**src/rtl/stx_core_if.sv**
```systemverilog
// stx_core_if: store-aligner bus bundle.
//   master: drives din/byte_offset/st_sel and receives dout/wbe/misaligned.
//   slave : the aligner side.
// Also provides the default st_sel encoding (ST_BYTE/ST_HALF/ST_WORD, with
// 2'b11 meaning no store) when control_signals.vh has not already defined it.
`ifndef ST_BYTE
`define ST_BYTE 2'b00
`endif
`ifndef ST_HALF
`define ST_HALF 2'b01
`endif
`ifndef ST_WORD
`define ST_WORD 2'b10
`endif

interface stx_core_if;
    logic [31:0] din;
    logic [1:0]  byte_offset;
    logic [1:0]  st_sel;
    logic [31:0] dout;
    logic [3:0]  wbe;
    logic        misaligned;

    modport master (
        output din, byte_offset, st_sel,
        input  dout, wbe, misaligned
    );

    modport slave (
        input  din, byte_offset, st_sel,
        output dout, wbe, misaligned
    );
endinterface

```
**src/rtl/stx_core.sv**
```systemverilog
// stx_core: store-data aligner for the memory stage.
// Shifts rs2 into its byte lanes, builds the 4-bit write enable and flags
// misaligned half/word stores (write suppressed).
// Ports:
//   clk, rst_n  - clock / async active-low reset (output register build only)
//   bus (slave) - din[31:0], byte_offset[1:0], st_sel[1:0] in;
//                 dout[31:0], wbe[3:0], misaligned out
// Build option: define STX_OUTPUT_REG_EN to register all outputs (1 cycle
// latency, async reset to zero). Default build is purely combinational.
`ifndef ST_BYTE
`define ST_BYTE 2'b00
`endif
`ifndef ST_HALF
`define ST_HALF 2'b01
`endif
`ifndef ST_WORD
`define ST_WORD 2'b10
`endif

module stx_core (
    input  logic    clk,
    input  logic    rst_n,
    stx_core_if.slave bus
);
    localparam int unsigned DATA_W = 32;
    localparam int unsigned LANES  = 4;

    logic [DATA_W-1:0] w_dout;
    logic [LANES-1:0]  w_wbe;
    logic              w_misaligned;

    // Lane shift applies to every st_sel; only wbe depends on width legality.
    always_comb begin
        w_dout       = bus.din << {bus.byte_offset, 3'b000};
        w_wbe        = '0;
        w_misaligned = 1'b0;
        case (bus.st_sel)
            `ST_BYTE: w_wbe = LANES'(4'b0001) << bus.byte_offset;
            `ST_HALF: begin
                if (bus.byte_offset[0]) begin
                    w_misaligned = 1'b1;
                end else begin
                    w_wbe = bus.byte_offset[1] ? LANES'(4'b1100) : LANES'(4'b0011);
                end
            end
            `ST_WORD: begin
                if (bus.byte_offset != 2'd0) begin
                    w_misaligned = 1'b1;
                end else begin
                    w_wbe = LANES'(4'b1111);
                end
            end
            default: ;  // no-store code: nothing enabled, not misaligned
        endcase
    end

`ifdef STX_OUTPUT_REG_EN
    logic [DATA_W-1:0] r_dout;
    logic [LANES-1:0]  r_wbe;
    logic              r_misaligned;

    // Output pipeline stage; reset discards any in-flight value.
    always_ff @(posedge clk or negedge rst_n) begin
        if (!rst_n) begin
            r_dout       <= '0;
            r_wbe        <= '0;
            r_misaligned <= 1'b0;
        end else begin
            r_dout       <= w_dout;
            r_wbe        <= w_wbe;
            r_misaligned <= w_misaligned;
        end
    end

    assign bus.dout       = r_dout;
    assign bus.wbe        = r_wbe;
    assign bus.misaligned = r_misaligned;
`else
    // Clock and reset are only needed by the registered build.
    logic w_unused_clk_rst;
    assign w_unused_clk_rst = clk ^ rst_n;

    assign bus.dout       = w_dout;
    assign bus.wbe        = w_wbe;
    assign bus.misaligned = w_misaligned;
`endif

endmodule

```
**src/flat_wrapper.sv**
```systemverilog
// flat-port wrapper written by rule: the top's interface ports become plain ports
module stx_core_flat 
  (clk, rst_n, bus_din, bus_byte_offset, bus_st_sel, bus_dout, bus_wbe, bus_misaligned);
  stx_core_if bus_i ();
  input  logic clk;
  input  logic rst_n;
  input wire logic [$bits(bus_i.din)-1:0] bus_din;
  input wire logic [$bits(bus_i.byte_offset)-1:0] bus_byte_offset;
  input wire logic [$bits(bus_i.st_sel)-1:0] bus_st_sel;
  output wire logic [$bits(bus_i.dout)-1:0] bus_dout;
  output wire logic [$bits(bus_i.wbe)-1:0] bus_wbe;
  output wire logic [$bits(bus_i.misaligned)-1:0] bus_misaligned;
  assign bus_i.din = bus_din;
  assign bus_i.byte_offset = bus_byte_offset;
  assign bus_i.st_sel = bus_st_sel;
  assign bus_dout = bus_i.dout;
  assign bus_wbe = bus_i.wbe;
  assign bus_misaligned = bus_i.misaligned;
  stx_core u_core (.clk(clk), .rst_n(rst_n), .bus(bus_i));
endmodule
```
**config.mk**
```make
export PLATFORM = sky130hd
export DESIGN_NAME = stx_core_flat
export DESIGN_NICKNAME = d
export VERILOG_FILES = /design/src/rtl/stx_core_if.sv /design/src/rtl/stx_core.sv /design/src/flat_wrapper.sv
export SDC_FILE = /design/constraint.sdc
export NUM_CORES = 1
export LEC_CHECK = 0
export ABC_AREA = 1
export CORE_MARGIN = 5
export CORE_UTILIZATION = 30
export DETAILED_ROUTE_END_ITERATION = 10
export PLACE_DENSITY = 0.89
export SLEW_MARGIN = 5
export SYNTH_ARGS = -nofsm -noshare
export SYNTH_HDL_FRONTEND = slang
export SYNTH_SLANG_ARGS = --single-unit
```
**constraint.sdc**
```tcl
create_clock -name vclk -period 0.88
set_input_delay 0.176 -clock vclk [all_inputs]
set_output_delay 0.176 -clock vclk [all_outputs]
set_load 0.03 [all_outputs]
```
==> reports/summary.md, run 1 <==
- Post-Synthesis Cells: 158
- placement row count: 18
- Post-Synthesis Net Count: 200
- synthesized area per cell: 4.70 um^2
- Die Wd: 59.8 um
- Worst End Pin Type: top-level output
- pin count of the biggest net entering global routing: 28
- initial standard-cell utilization of the core: 30.6%
- post-synthesis instance area: 743 um^2
- Hold-fix buffers, CTS: 0
- result of the run: did not finish
- count of pins on the block boundary: 75
- final HPWL from detailed placement: 2760 um
- number of library cell types mapped by synthesis: 18
- dpl ws: -811 ps
- critical endpoint after global-route timing repair: bus_wbe[0]
- count of input and output buffers: 73
- routability cong.: 0.799
- First Err: [ERROR DPL-0038] Utilization greater than 100%, impossible to legalize
- share of synthesized area occupied by flip-flops and latches: 0%
- Failed at: global routing
- Die H: 59.8 um
- count of warnings emitted by yosys: 0
- cell area reported after detailed placement: 1830 um^2
[Yosys cell counts]
cell type | number | area share (%)
sky130_fd_sc_hd__buf_4 | 1 | 1.0
sky130_fd_sc_hd__nor2_1 | 11 | 5.6
sky130_fd_sc_hd__nor2_4 | 1 | 1.5
sky130_fd_sc_hd__a21oi_1 | 1 | 0.67
sky130_fd_sc_hd__buf_6 | 4 | 6.1
sky130_fd_sc_hd__o21ai_0 | 1 | 0.67
sky130_fd_sc_hd__clkinv_1 | 1 | 0.50
sky130_fd_sc_hd__o21ai_2 | 2 | 2.4
sky130_fd_sc_hd__o21ai_1 | 7 | 4.7
sky130_fd_sc_hd__and2_1 | 8 | 6.7
sky130_fd_sc_hd__inv_1 | 12 | 6.1
sky130_fd_sc_hd__nand3_1 | 10 | 6.7
sky130_fd_sc_hd__nor2_2 | 1 | 0.84
sky130_fd_sc_hd__nor2_8 | 1 | 2.7
sky130_fd_sc_hd__inv_2 | 2 | 1.0
sky130_fd_sc_hd__buf_2 | 1 | 0.67
sky130_fd_sc_hd__nand2_1 | 90 | 45
sky130_fd_sc_hd__ha_1 | 4 | 6.7
[timing repair]
action | 4_1_cts
endpoints found under the hold margin | 0
cloned | 3
buffers inserted | 8
pin swaps | 47
gates resized for setup | 136
setup endpoints to repair | 37
[through the flow]
| stage | setup TNS (ps) | std cells |
|---|---|---|
| after floorplan | -149 | 158 |
| after global placement | -26570 | 278 |
| after detailed placement | -26790 | 278 |
| after CTS | -10700 | 288 |
[cell families after synthesis]
| family | after synthesis | synth area share [%] |
|---|---|---|
| buf+inv | 21 | 15.3 |
| simple gates | 122 | 69.5 |
| compound gates | 11 | 8.42 |
| fa+ha+maj | 4 | 6.73 |
==> inputs of run 2 (changes only) <==
--- a/config.mk
+++ b/config.mk
@@ -7,9 +7,9 @@
 export LEC_CHECK = 0
 export ABC_AREA = 1
 export CORE_MARGIN = 5
-export CORE_UTILIZATION = 30
+export CORE_UTILIZATION = 20
 export DETAILED_ROUTE_END_ITERATION = 10
-export PLACE_DENSITY = 0.89
+export PLACE_DENSITY_LB_ADDON = 0.15
 export SLEW_MARGIN = 5
 export SYNTH_ARGS = -nofsm -noshare
 export SYNTH_HDL_FRONTEND = slang
==> run 2 against run 1 <==
The flow now finishes, with violations (setup timing). Synthesized area stayed put. Synthesized cell count unchanged.
==> reports/summary.md, run 2 <==
- result of the run: finished, violations left
- failing checks: setup timing
- delay of the slowest critical-path stage: 190 ps
- Pre-antenna DRT Iters: 4
- Final Hold Viols: 0
- die outline area: 5040 um^2
- Crit path top cell by count: sky130_fd_sc_hd__buf_6
- worst path cell trace: buf_12, nor2_4, buf_6, clkinv_8, o21ai_4, buf_6
- number of library cell types mapped by synthesis: 18, unchanged
- Critical path destination: bus_wbe[0]
- total via count after detailed routing: 1334
- final-stage net count: 303
- non-filler cells, final: 307
- layout cells sized above 1: 66.0%
- global route overflow: 0
- critical path type: in -> out
- leading cell type in the layout, fill and taps excluded: sky130_fd_sc_hd__nand2_1
- layout overhead on the synthesized area: 214%
- origin of the worst setup path: bus_byte_offset[1]
- data arrival time of the critical path: 990 ps
- average vias per placed instance: 4.35
- synthesized area per cell: 4.70 um^2, unchanged
- sequential cell area: 0 um^2
- top library cells by usage in the layout, fill and taps aside: sky130_fd_sc_hd__nand2_1 (56), sky130_fd_sc_hd__buf_6 (46), sky130_fd_sc_hd__nand2_2 (26)
- pin count of the biggest net entering global routing: 26
- fraction of power spent switching nets: 53.4%
- count of input and output buffers: 73, unchanged
- core outline area: 3630 um^2
- cell depth of the worst setup path: 6
- measured slew at the worst slew-check pin: 232 ps
- Die Wd: 71.0 um, +19%
- number of endpoints failing setup at the final stage: 37
- count of pins on the block boundary: 75, unchanged
- post-synthesis instance area: 743 um^2, unchanged
- number of antenna violations at the first check in global routing: 0
- library cell with the highest instance count after synthesis: sky130_fd_sc_hd__nand2_1
- total internal power: 0.000653 W
- element type at the critical path start: input port
- Die H: 71.0 um, +19%
- kind of path behind the tightest hold check: in -> out
- delay-heaviest family, CP: buffers and inverters
- remaining number of nets flagged by the antenna check after routing: 0
- sequential power share: 0%
- post-layout worst setup margin: -284 ps
- required arrival time at the worst endpoint: 700 ps
- Placed Cells incl. Taps: 299, +7.6%
- portion of synthesized cell area occupied by the leading cell type: 45.5%, unchanged
- count of inserted antenna diode cells: 0
- cell area reported after detailed placement: 1890 um^2, +3.1%
- Post-Synthesis Net Count: 200, unchanged
- Hold-fix buffers, CTS: 0, unchanged
- IR drop worst, VDD: 262 uV
- worst-case headroom to the max-slew limit: 84.5%
- Max Cap Viol: 0
- vias in the first global route: 1397
- share of synthesized area occupied by flip-flops and latches: 0%, unchanged
- # DRC: 0
- RSZ-0062 raised after global routing: yes
- clkbuf count: 0
- maximum fanout encountered on the critical timing path: 6
- endpoint class of the critical path: primary output
- Power Dens Cells: 601 nW/um^2
- placement row count: 22, +4
- post-layout minimum cycle time: 1160 ps
- Gate power share: 100.0%
- All-Layer GR Usage: 15.2%
- Crit path buffers/inverters: 4
- achievable clock frequency: 0.859 GHz
- routability cong.: 0.808, +1.1%
- count of warnings emitted by yosys: 0, unchanged
- Filler Cell Count: 331
- total number of sequential cells: 0
- Critical Path Slowest Stage Cell: sky130_fd_sc_hd__nor2_4
- WHS: 686 ps
- fin. max-slew vios: 0
- detail-routed net length per standard cell: 12.7 um
- biggest area contributors in the synthesized netlist: sky130_fd_sc_hd__nand2_1 (45%), sky130_fd_sc_hd__and2_1 (6.7%), sky130_fd_sc_hd__ha_1 (6.7%)
- top cell types by occurrence after synthesis: sky130_fd_sc_hd__nand2_1 (90), sky130_fd_sc_hd__inv_1 (12), sky130_fd_sc_hd__nor2_1 (11), sky130_fd_sc_hd__nand3_1 (10), sky130_fd_sc_hd__and2_1 (8)
- first-pass GRT wire length: 6530 um
- count of routing violations after the opening detailed-route iteration: 47
- Static Leak: 1.23 nW
- routed wire length: 3890 um
- Post-Synthesis Cells: 158, unchanged
- cell taking the most area after synthesis: sky130_fd_sc_hd__nand2_1
- initial standard-cell utilization of the core: 20.5%, -10 points
- post-route cell area: 2330 um^2
- Switching Power: 0.000747 W
- final period utilization: 132%
- clock network power share: 0%
- final HPWL from detailed placement: 2900 um, +5.3%
run 2: cell counts after synthesis:
No cell type changed its count.
run 2: stage by stage:
step | TNS, ps | total power, W | worst slack (ps) | utilization [%]
final | -7590 | 0.00140 | -284 | 64.2
after global routing | -9300 | 0.00150 | -334 | 64.2
after CTS | -11650 | 0.00132 | -376 | 59.1
after detailed placement | -27960 | 0.00118 | -829 | 52.0
after global placement | -27890 | 0.00118 | -850 | 52.0
after floorplan | -149 | 0.000658 | -48.0 | -
run 2: what timing repair did:
| item | 4_1_cts | 5_1_grt |
|---|---|---|
| endpoints found under the setup margin | 37 | 37 |
| setup buffers | 6 | 3 |
| endpoints found under the hold margin | 0 | 0 |
| gates cloned | 2 | 1 |
| pin swaps | 32 | 32 |
| gates resized for setup | 117 | 60 |
run 2: cells by family after synthesis:
group / share of synthesized area, %
AOI/OAI and AO/OA: 8.42
buffers and inverters: 15.3
and+or+nand+nor: 69.5
adders and majority gates: 6.73
run 2: power by group through the flow:
stage	combinational [W]	sequential [W]	clock (W)
after CTS	0.00132	0	0
after detailed placement	0.00118	0	0
after global routing	0.00150	0	0
after floorplan	0.000658	0	0
after global placement	0.00118	0	0
final	0.00140	0	0
run 2: how the worst min path moves through the flow:
stage	startpoint	endpoint	slack (ps)	cells after the start
2_1_floorplan	bus_din[1]	bus_dout[1]	510	2
3_3_place_gp	bus_din[6]	bus_dout[22]	1080	4
3_5_place_dp	bus_din[4]	bus_dout[20]	1070	4
4_1_cts	bus_din[2]	bus_dout[18]	840	4
5_1_grt	bus_din[3]	bus_dout[19]	730	4
6_report	bus_din[7]	bus_dout[23]	690	4
run 2: cell type report:
type	instances	area, um^2	share of cell area [%]
timing repair inverter	1	11.3	0.483
inverter	15	126	5.42
multi-input combinational	139	1060	45.5
tap	48	60.1	2.58
timing repair buffer	104	1070	46.0
run 2: layer usage:
layer / wire, um / global-route usage, %
met1: 1590 / 19.2
met2: 2100 / 28.7
met3: 188 / 1.56
met4: 14 / 1.04
met5: 0 / 0
No activity file was read; power rests on OpenSTA's default activity.
